==> config.mk <==
export PLATFORM = sky130hd
export DESIGN_NAME = gray_seq_ctrl
export DESIGN_NICKNAME = d
export VERILOG_FILES = /design/src/rtl/gray_seq_ctrl.sv
export SDC_FILE = /design/constraint.sdc
export NUM_CORES = 1
export LEC_CHECK = 0
export CAP_MARGIN = 20
export CORE_MARGIN = 2
export CORE_UTILIZATION = 50
export CTS_BUF_LIST = sky130_fd_sc_hd__clkbuf_4 sky130_fd_sc_hd__clkbuf_8 sky130_fd_sc_hd__clkbuf_16
export DETAILED_ROUTE_END_ITERATION = 10
export DONT_BUFFER_PORTS = 1
export GPL_ROUTABILITY_DRIVEN = 0
export MAX_ROUTING_LAYER = met4
export PLACE_DENSITY_LB_ADDON = 0.2
export SLEW_MARGIN = 20
export SYNTH_ARGS = -nofsm -noshare
export SYNTH_HDL_FRONTEND = slang
export SYNTH_SLANG_ARGS = --single-unit
==> constraint.sdc <==
create_clock -name clk -period 5.5 [get_ports clk]
set_input_delay 1.1 -clock clk [delete_from_list [all_inputs] [get_ports clk]]
set_output_delay 1.1 -clock clk [all_outputs]
set_load 0.005 [all_outputs]
==> src/rtl/gray_seq_ctrl.sv <==
// gray_seq_ctrl: steps a 4-bit reflected Gray code forward or backward
// for a latched number of steps, with pause (hold) and a done pulse.
//
// Ports:
//   clk     - clock, all state changes on posedge
//   reset   - asynchronous active-low reset
//   start   - run request, sampled only in IDLE
//   dir     - 0 forward Gray order, 1 reverse; latched with start
//   len     - step count, 0 means 16; latched with start
//   hold    - pause stepping while 1 (ignored in IDLE)
//   out     - current Gray code (registered)
//   busy    - 1 in RUN or PAUSE
//   paused  - 1 in PAUSE only
//   done    - one-cycle pulse after the final step
//   idx     - binary position of out (only with GRAY_SEQ_CTRL_IDX_EN)
//
// Parameter IDLE_CLR: 1 = out returns to 0000 on the edge after done.
// Optional feature macro: GRAY_SEQ_CTRL_IDX_EN adds the idx output.

module gray_seq_ctrl #(
    parameter bit IDLE_CLR = 1'b0
) (
    input  logic       clk,
    input  logic       reset,
    input  logic       start,
    input  logic       dir,
    input  logic [3:0] len,
    input  logic       hold,
    output logic [3:0] out,
    output logic       busy,
    output logic       paused,
`ifdef GRAY_SEQ_CTRL_IDX_EN
    output logic       done,
    output logic [3:0] idx
`else
    output logic       done
`endif
);

    typedef enum logic [1:0] {
        IDLE  = 2'd0,
        RUN   = 2'd1,
        PAUSE = 2'd2
    } state_t;

    function automatic logic [3:0] g2b(input logic [3:0] g);
        logic [3:0] b;
        b[3] = g[3];
        for (int i = 2; i >= 0; i--) begin
            b[i] = b[i+1] ^ g[i];
        end
        return b;
    endfunction

    function automatic logic [3:0] b2g(input logic [3:0] b);
        return b ^ (b >> 1);
    endfunction

    state_t     state;
    state_t     state_nx;
    logic [3:0] out_nx;
    logic [4:0] rem;
    logic [4:0] rem_nx;
    logic       dir_q;
    logic       dir_nx;
    logic       done_nx;
    logic [3:0] pos;
    logic [3:0] pos_step;

    // Stepping is done in the binary domain, which wraps naturally
    // at both ends of the Gray sequence.
    assign pos      = g2b(out);
    assign pos_step = dir_q ? (pos - 4'd1) : (pos + 4'd1);

    assign busy   = (state != IDLE);
    assign paused = (state == PAUSE);

    always_ff @(posedge clk or negedge reset) begin
        if (!reset) begin
            state <= IDLE;
        end else begin
            state <= state_nx;
        end
    end

    always_comb begin
        state_nx = state;
        out_nx   = out;
        rem_nx   = rem;
        dir_nx   = dir_q;
        done_nx  = 1'b0;
        unique case (state)
            IDLE: begin
                // A start in the done cycle takes priority over the clear,
                // so the new run begins from the final code.
                if (start) begin
                    dir_nx   = dir;
                    rem_nx   = (len == 4'd0) ? 5'd16 : {1'b0, len};
                    state_nx = RUN;
                end else if (IDLE_CLR && done) begin
                    out_nx = 4'b0000;
                end
            end
            RUN, PAUSE: begin
                if (hold) begin
                    state_nx = PAUSE;
                end else begin
                    out_nx = b2g(pos_step);
                    rem_nx = rem - 5'd1;
                    if (rem == 5'd1) begin
                        done_nx  = 1'b1;
                        state_nx = IDLE;
                    end else begin
                        state_nx = RUN;
                    end
                end
            end
            default: state_nx = IDLE;
        endcase
    end

    always_ff @(posedge clk or negedge reset) begin
        if (!reset) begin
            out   <= 4'b0000;
            rem   <= 5'd0;
            dir_q <= 1'b0;
            done  <= 1'b0;
        end else begin
            out   <= out_nx;
            rem   <= rem_nx;
            dir_q <= dir_nx;
            done  <= done_nx;
        end
    end

`ifdef GRAY_SEQ_CTRL_IDX_EN
    always_ff @(posedge clk or negedge reset) begin
        if (!reset) begin
            idx <= 4'd0;
        end else begin
            idx <= g2b(out_nx);
        end
    end
`endif

endmodule

### Word-level counts from Yosys, hierarchy flattened

Index checks and enable logic that the tools add are counted.

* $add $sub $neg: 3
* equal/unequal tests: 5
* muxes and demuxes: 12
* bitwise gates (word level): 5
* reduce and logical (&&, ||, !) cells: 8

Operator list (number)
* 5-bit two-way mux: 3
* 5-bit case mux with 2 select lines: 1
* 5-bit by 1-bit == test with 1-bit output (second input constant): 1
* 5-bit by 1-bit subtractor with 5-bit output (second input constant): 1
* 4-bit by 1-bit adder with 4-bit output (second input constant): 1
* 4-bit logical NOT: 1
* 1-bit two-way mux: 4
* 2-bit two-way mux: 2
* 4-bit two-way mux: 1
* 2-bit != test (second input constant): 2
* 2-bit case mux with 2 select lines: 1
* 2-bit AND reduction: 2
* 2-bit nonzero test: 2
* 4-bit by 1-bit subtractor with 4-bit output (second input constant): 1
* 4-bit by 3-bit bitwise XOR with 4-bit output: 1
* 3-bit AND reduction: 1
* 1-bit bitwise XOR: 3
* 2-bit by 1-bit == test with 1-bit output (second input constant): 1
* 2-bit == test (second input constant): 1
* 2-bit logical NOT: 1
* 2-bit OR reduction: 1
* 1-bit inverter: 1

* register bits: 13
* input port bits: 9
* output and inout port bits: 7

### Logic depth before layout (Yosys ltp)

* depth after elaboration: 6
* gate-level depth with buffers: 8
* mapped depth without buffers: 8

### Worst setup path before layout

OpenSTA, ideal clock, no wires.

* path type: input -> register
* from: input start
* to: register rem[4]
* library setup time: 0.126 ns
* data arrival time: 1.990 ns
* required time: 5.374 ns
* setup slack: 3.384 ns
* cell stages on the path: 5
* cells stage by stage: nor2b_1 > a211o_1 > clkbuf_1 > nor2_1 > a221o_1

* word-level cells in the longest chain between the ends: 2

RTL lines
* start, declared: line 25 `input logic start,`
* 2-bit != test (no line)
* 3-bit AND reduction (no line)
* end signal, assigned: line 130 `rem <= rem_nx;`
* end, declared: line 62 `logic [4:0] rem;`

No other way between the ends.
A chain may end at the register's enable or synchronous reset.

### Worst setup path in the final report

* from: register out[2]
* to: register out[2]

* word-level cells in the longest chain between the ends: 6
* elaborated cells between the ends (all ways): 7

RTL lines
* start, declared: line 29 `output logic [3:0] out,`
* start signal, assigned: line 129 `out <= out_nx;`
* 1-bit bitwise XOR (*): line 50 `b[i] = b[i+1] ^ g[i];`
* 1-bit bitwise XOR (2 in a row): line 50
* 4-bit by 1-bit adder with 4-bit output / 4-bit by 1-bit subtractor with 4-bit output (equally long branches): line 73 `assign pos_step = dir_q ? (pos - 4'd1) : (pos + 4'd1);`
* 4-bit two-way mux (*): line 73
* 4-bit by 3-bit bitwise XOR with 4-bit output (*): line 56 `return b ^ (b >> 1);`

Mark *: on every way between the ends. The rest lies on a longest branch, timed or not.

==> impl_metrics.ini <==
[status]
status = complete, no violations

[cts]
cts.sinks = 13
clock-root-buffer = clkbuf_4
htree_levels = 1
clock_latency_ps = 280
postCtsResizedCells = 0
post_cts_buffers = 0
cts_made_buffers = 3
hold_buffers = 0
clk_pin_slew_ps = 80
cts_buffer_depth = 2
cts_tree = built

[finish]
fin_area_um2 = 981
layout_commonest_cell = dfrtp_1
multi_input_area_um2 = 567
n_antenna_cell = 0
layout-area-overhead-vs-synth_pct = 4.39
most-common-layout-cells = dfrtp_1 (13), nand2_1 (12), inv_1 (8)
seq_area_um2 = 325
layout-drive-gt1-share_pct = 9.71
fin_nets = 120
utilization_pct = 56.2
nFillCells = 170

[timing]
rsz0062_at_grt = no
maxSlewHeadroom_pct = 71.3
clock.fmax_ghz = 0.458
setup_viol = 0
slew_violations = 0
worstMarginPinSlew_ps = 431
skew_ps = 9.82
finalHoldViolations = 0
tns_ps = 0
finalCritPeriodShare_pct = 39.7
period_needed_ps = 2190

[die]
core_area_um2 = 1750
fp.dieW_um = 47.4
die-height_um = 47.4
ioPinCount = 16
start_util_pct = 53.8
rows = 15
die_area_um2 = 2240

[worst_setup_path]
r2r_setup_slack_ps = 3310
crit_type = register to register
cp-end-kind = register
required_ps = 5700
crit_path_start_kind = register
crit_fanout = 5
cp.arrival_ps = 2380

[placed_design]
numPortBuffers = 0
place_hpwl_um = 1230
place_area_um2 = 953

[drt]
dr.first_iter.drc_count = 12
drt_pass1_iterations = 4
avgRoutedWirePerCell_um = 12.0
antenna_left = 0
wirelength_um = 1540
drc = 0
vias = 699
avgViaCountPerCell = 5.46

[yosys]
ys_seq_area_share_pct = 34.6
netlist_area_um2 = 940
synth_nets = 119
syn_area_per_cell_um2 = 9.12
ys_async_sr_fraction_pct = 100
synth.distinct_cells = 35
synthCells = 103
synth_edf_count = 0
synth-seq-cells = 13
ys_warn_count = 0
synth_ff_type = dfrtp_1

[global_route]
grt_max_degree = 17
grt-ovfl-total = 0
grt_usage_pct = 17.5
grt_pass1_wl_um = 2620
grt_pass1_vias = 619
grt_antenna_before_repair = 0

[run]
cap_violations = 0

[min_path]
min_path_type = input pin to asynchronous set/reset pin
layout make-up:
cell class / instances / area share (%)
clock buffers: 3 / 2.30
clock inverters: 1 / 0.510
multi-input cells: 78 / 57.8
inverters: 8 / 3.06
well taps: 25 / 3.19
flip-flops and latches: 13 / 33.2
registers in the layout, summed over array words and instances (netlist names):
register	cells
state	2
done	1
dir_q	1
rem	5
out	4
worst paths after layout:
| kind | startpoint | to | cells past startpoint |
|---|---|---|---|
| max | out[2] | out[2] | 8 |
| min | reset | state[1] | 0 |
| max reg2reg | out[2] | out[2] | 8 |
| min reg2reg | rem[1] | rem[1] | 2 |
| max in group asynchronous | reset | out[3] | 0 |
| min in group clk | rem[1] | rem[1] | 2 |
kinds of logic (layout without fill, tap and decap cells):
group / count (synthesis) / after routing / synth area share (%)
and+or+nand+nor: 34 / 34 / 18.6
AOI/OAI and AO/OA: 25 / 25 / 18.2
DFF: 13 / 13 / 34.6
buffers and inverters: 12 / 12 / 5.06
xor gates and xnor gates: 8 / 8 / 9.72
adders and majority gates: 7 / 7 / 9.32
muxes: 4 / 4 / 4.39
per-layer routing:
metal	wire, um	part of all wire, %	global-route usage (%)
met5	0	0	-
met4	25	1.6	8.33
met3	72	4.7	3.46
met2	743	48	26.5
met1	700	45	22.3
synth_stat cells, drive strengths merged (2+ instances only):
| cell type | n | area [um^2] |
|---|---|---|
| nand2 | 12 | 45.0 |
| a31oi | 2 | 12.5 |
| dfrtp | 13 | 325 |
| mux2i | 3 | 30.0 |
| nor2b | 3 | 18.8 |
| o22a | 3 | 26.3 |
| or3 | 2 | 12.5 |
| a211o | 2 | 18.8 |
| o21ai | 8 | 40.0 |
| xnor2 | 6 | 52.6 |
| and2 | 2 | 13.8 |
| ha | 7 | 87.6 |
| a21oi | 5 | 25.0 |
| nor2 | 6 | 22.5 |
| clkbuf | 2 | 7.51 |
| buf | 2 | 10.0 |
| inv | 8 | 30.0 |
| nor3 | 2 | 10.0 |
| nand2b | 2 | 12.5 |
per-stage QoR:
step	setup slack [ps]	hold WS (ps)	cells
after floorplan	3380	465	103
after global placement	3250	510	124
after detailed placement	3220	493	124
after CTS	3290	494	128
after global routing	3220	475	128
final	3310	506	128
worst max-delay path, cell delays in order (launching register included):
cell and delay, ps:
dfrtp_1 450, xor2_2 340, xnor2_1 110, ha_1 350, nand2_1 70, a211o_2 300
nand3_2 80, xnor3_1 290, o21ai_1 120
Power is left out: the tool's default activity adds up to more than one toggle a clock period on the data nets, which glitch-free logic cannot reach.
